--- src/rtl/ttt_pkg.sv ---
// rtl/ttt_pkg.sv - shared cell/state types and helpers for the win scanner
package ttt_pkg;

  typedef enum logic [1:0] {
    EMPTY = 2'b00,
    X     = 2'b01,
    O     = 2'b10,
    BAD   = 2'b11
  } cell_t;

  typedef enum logic [1:0] {
    IDLE = 2'd0,
    SCAN = 2'd1,
    DONE = 2'd2
  } state_t;

  // Only X and O are player marks; EMPTY and BAD never win and count as empty.
  function automatic logic is_mark(input cell_t c);
    return (c == X) || (c == O);
  endfunction

endpackage

--- src/rtl/win_scanner_line_same.sv ---
// rtl/win_scanner_line_same.sv - N-way equality check of one board line
module line_same
  import ttt_pkg::*;
#(
  parameter int N = 3
) (
  input  cell_t cells [N],
  output logic  y,
  output cell_t mark
);

  always_comb begin
    y = is_mark(cells[0]);
    for (int i = 1; i < N; i++) begin
      if (cells[i] != cells[0]) y = 1'b0;
    end
    mark = y ? cells[0] : EMPTY;
  end

endmodule

--- src/rtl/win_scanner.sv ---
// rtl/win_scanner.sv - sequential N-in-a-row detector, one line per cycle
module win_scanner
  import ttt_pkg::*;
#(
  parameter int N = 3,
  localparam int LINES = 2 * N + 2,
  localparam int IDXW  = $clog2(LINES)
) (
  input  logic                 clk,
  input  logic                 reset,
  input  logic                 start,
  input  logic [2*N*N-1:0]     board,
  output logic                 busy,
  output logic                 done,
  output logic [1:0]           winner,
  output logic [IDXW-1:0]      win_line,
  output logic                 draw
);

  state_t              r_state;
  state_t              w_next;
  logic [2*N*N-1:0]    r_snap;
  logic [IDXW-1:0]     r_idx;
  logic [1:0]          r_winner;
  logic [IDXW-1:0]     r_win_line;
  logic                r_draw;

  cell_t               w_grid [N][N];
  cell_t               w_cells [N];
  logic                w_line_win;
  cell_t               w_mark;
  logic                w_full;
  logic                w_last;

  for (genvar gr = 0; gr < N; gr++) begin : g_row
    for (genvar gc = 0; gc < N; gc++) begin : g_col
      assign w_grid[gr][gc] = cell_t'(r_snap[2*(gr*N+gc) +: 2]);
    end
  end

  // Gather the N cells of line r_idx: rows, then columns, then both diagonals.
  always_comb begin
    for (int i = 0; i < N; i++) begin
      w_cells[i] = EMPTY;
      for (int k = 0; k < N; k++) begin
        if (r_idx == IDXW'(k))     w_cells[i] = w_grid[k][i];
        if (r_idx == IDXW'(N + k)) w_cells[i] = w_grid[i][k];
      end
      if (r_idx == IDXW'(2 * N))     w_cells[i] = w_grid[i][i];
      if (r_idx == IDXW'(2 * N + 1)) w_cells[i] = w_grid[i][N-1-i];
    end
  end

  line_same #(.N(N)) u_line_same (
    .cells (w_cells),
    .y     (w_line_win),
    .mark  (w_mark)
  );

  always_comb begin
    w_full = 1'b1;
    for (int r = 0; r < N; r++) begin
      for (int c = 0; c < N; c++) begin
        if (!is_mark(w_grid[r][c])) w_full = 1'b0;
      end
    end
  end

  assign w_last = (r_idx == IDXW'(LINES - 1));

  always_ff @(posedge clk) begin
    if (reset) begin
      r_state    <= IDLE;
      r_snap     <= '0;
      r_idx      <= '0;
      r_winner   <= 2'b00;
      r_win_line <= '0;
      r_draw     <= 1'b0;
    end else begin
      r_state <= w_next;
      case (r_state)
        IDLE: begin
          if (start) begin
            r_snap     <= board;
            r_idx      <= '0;
            r_winner   <= 2'b00;
            r_win_line <= '0;
            r_draw     <= 1'b0;
          end
        end
        SCAN: begin
          if (w_line_win) begin
            r_winner   <= w_mark;
            r_win_line <= r_idx;
          end else if (w_last) begin
            r_draw <= w_full;
          end else begin
            r_idx <= r_idx + 1'b1;
          end
        end
        default: ;
      endcase
    end
  end

  always_comb begin
    w_next = r_state;
    case (r_state)
      IDLE:    if (start) w_next = SCAN;
      SCAN:    if (w_line_win || w_last) w_next = DONE;
      DONE:    w_next = IDLE;
      default: w_next = IDLE;
    endcase
  end

  always_comb begin
    busy     = (r_state == SCAN);
    done     = (r_state == DONE);
    winner   = r_winner;
    win_line = r_win_line;
    draw     = r_draw;
  end

endmodule
--- config.mk ---
export PLATFORM = sky130hd
export DESIGN_NAME = win_scanner
export DESIGN_NICKNAME = d
export VERILOG_FILES = /design/src/rtl/ttt_pkg.sv /design/src/rtl/win_scanner_line_same.sv /design/src/rtl/win_scanner.sv
export SDC_FILE = /design/constraint.sdc
export NUM_CORES = 1
export LEC_CHECK = 0
export ABC_AREA = 1
export CAP_MARGIN = 0
export CORE_UTILIZATION = 48
export CTS_CLUSTER_DIAMETER = 40
export DETAILED_ROUTE_END_ITERATION = 16
export PLACE_DENSITY_LB_ADDON = 0.08
export SETUP_SLACK_MARGIN = 0.4
export SLEW_MARGIN = 20
export SYNTH_ARGS = -nofsm -noshare
export SYNTH_HDL_FRONTEND = slang
export SYNTH_SLANG_ARGS = --single-unit
--- constraint.sdc ---
create_clock -name clk -period 2.94 [get_ports clk]
set_input_delay 0.294 -clock clk [delete_from_list [all_inputs] [get_ports clk]]
set_output_delay 0.294 -clock clk [all_outputs]
set_load 0.01 [all_outputs]
==> run metrics <==
vias in the first global route 1779; yosys warns 0; fillcell total 371; critical path type reg -> reg; GRT Total Usage 24.7%; fmax 439 MHz; vias post-DR 1976; clock root cell clkbuf_8; Pleak 0.00107 uW; Pre-Repair DR Iteration Count 4; H-tree lvl count 2; Distinct cells, synth 24; mapped cell area 1870 um^2; clk_lat worst skew 0.28 ns; syn_nets 333; critical path arrival 2.46 ns; outcome complete, no violations; CP peak stage delay 0.35 ns; fin area 2340 um^2; Synth Area per Inst 6.10 um^2; die width 64.4 um; Synth top area share 31.1%; area delta synth->final 25.6%; CTS Buffer Depth 2; Std-Cell Rows 22; Final Critical Period 2.28 ns; count of pins over their slew limit 0; placement-stage cell area 2170 um^2; flops & latches, synth 29; I/O pin cnt 29; core region area 3690 um^2; fin crit share 77.5%; min-delay worst type reg -> reg; final net count 361; PortBufs 28; crit path max fanout 8; crit start category flop; RSZ-0062 raised after global routing false; CTS tree done; layout cells sized above 1 9.55%; area leader, netlist dfxtp_1; setup TNS 0 ns; Starting Density 50.6%; Total Wirelength 4560 um; Crit path required time 3.12 ns; global route overflow 0; Inserted Clock Buffers 5; register area 583 um^2; critical path cell sequence inv_1 > ha_1 > nand2_2 > nand2_1 > a21oi_1 > nand2_1 > a21oi_1 > inv_1 > nand2_1 > nand2_1 > nor2_2 > nand2_1 > nand2_4 > nand3_1 > nand2_1 > nor2_1; Hold Fails Final Rpt 0; DP Worst Slack 0.463 ns; dpl hpwl 3500 um; PnR worst setup slack 0.660 ns; placed cells 374; clk_skew 0.00450 ns; first-pass GRT wire length 7810 um; GPL Wtd Cong 0.949; Mapped Cells 306; synth top area cells dfxtp_1 31%, nand2_1 14%, a21oi_1 12%, nor2_1 8.4%, inv_1 8.2%; initial drt markers 110; initial antenna violation count 0; PwrDens 607 nW/um^2; Worst path slowest cell dfxtp_1; ant diodes 0; Power Total 1420 uW; Buf/Inv on CP 2; sequential area share after synthesis 31.1%; antenna-violating nets left 0; die footprint 4140 um^2; max cap viols 0; clock-pin slew of the registers on the worst-case setup and hold paths 0.07 ns; Setup crit end kind flop; Via density 5.16; Tightest Pin Transition 0.748 ns; clk sink count 29; footprint of the multi-input gates 1120 um^2; routed len/inst 11.9 um; Worst slew margin 50.0%; drc violations 0; VDD IR max 0.000391 V; Finished Layout Cells 383; pin count of the biggest net entering global routing 28; die height 64.4 um; hold-fix buffers at CTS 0; Final setup viols 0; most used cell, CP nand2_1; crit-path leading delay family simple AND/OR/NAND/NOR gates
-- cells in the mapped netlist, drive strengths merged --
master / n
clkbuf: 5
nand3: 22
dfxtp: 29
o2111ai: 1
xnor2: 2
o21ai: 26
nand4: 1
nor4: 1
ha: 6
inv: 42
a21oi: 44
xor2: 2
or2: 1
nor2: 43
nand2: 76
buf: 5
-- timing repair --
item                       in CTS  in global routing
setup endpoints to repair       0                 11
gates resized for setup         0                 12
setup buffers                   0                  1
-- kinds of logic (layout without fill, tap and decap cells) --
family / Yosys count / count (layout) / synth area share (%)
fa+ha+maj: 6 / 6 / 4.02
simple gates: 144 / 144 / 32.4
buf+inv: 52 / 81 / 11.1
xor+xnor: 4 / 4 / 1.88
compound gates: 71 / 71 / 19.4
flops: 29 / 29 / 31.1
-- report_power, final --
group          switching, uW  leakage, uW  internal (uW)  total, uW
Sequential              48.5     0.000241            442        491
Combinational            299     0.000776            196        495
Clock                    161    0.0000574            275        436
Total                    509      0.00107            913       1420
-- routing by layer --
metal  vias up  global-route usage [%]  wire length, um
met2        75                    36.7             1870
met4         0                    10.3              147
met3        17                    7.50              367
met1       849                    32.9             2170
met5         -                       0                0
li1       1035                       -                -
-- state kept, by name, indices dropped and copies added (netlist names) --
signal,flops
winner,2
r_state,2
r_idx,3
draw,1
win_line,3
r_snap,18
-- path summary, 6_finish.rpt --
kind	start	to	slack (ns)	cells past startpoint
setup / recovery	r_idx[1]$_SDFFE_PP0P_	r_idx[1]$_SDFFE_PP0P_	0.66	16
hold / removal	draw$_SDFFE_PP0P_	draw$_SDFFE_PP0P_	0.50	2
setup reg to reg	r_idx[1]$_SDFFE_PP0P_	r_idx[1]$_SDFFE_PP0P_	0.66	16
hold reg to reg	draw$_SDFFE_PP0P_	draw$_SDFFE_PP0P_	0.50	2
-- layout make-up --
cell class	instances	area share (%)
well taps	48	2.56
clock inverters	2	1.60
clock buffers	6	3.52
flip-flops and latches	29	24.9
multi-input cells	225	47.8
repair buffers	31	12.9
inverters	42	6.72
-- cells in the final DEF, fill, tap and decap left out, types with 2 or more instances in the layout --
cell type	count
a21oi_1	43
clkdlybuf4s50_1	28
xnor2_1	2
dfxtp_1	27
nor2_1	40
ha_1	5
nand2_1	66
inv_1	41
nor2_2	2
buf_4	3
clkbuf_8	6
nand3_1	20
dfxtp_2	2
xor2_1	2
o21ai_0	26
nand2_2	9
-- through the flow --
| stage | utilization [%] | hold WS (ns) |
|---|---|---|
| floorplan | - | 0.363 |
| global placement | 58.9 | 0.481 |
| detailed placement | 58.9 | 0.483 |
| CTS | 62.1 | 0.503 |
| global route | 63.6 | 0.517 |
| finish | 63.6 | 0.497 |
-- worst reg2reg max path: stages, from the launching register on --
cell and delay [ns]:
dfxtp_1 0.35, inv_1 0.09, ha_1 0.29, nand2_2 0.17, nand2_1 0.12, a21oi_1 0.13
nand2_1 0.07, a21oi_1 0.19, inv_1 0.06, nand2_1 0.06, nand2_1 0.05, nor2_2 0.16
nand2_1 0.11, nand2_4 0.11, nand3_1 0.08, nand2_1 0.06, nor2_1 0.05
(Power assumes the default switching activity.)
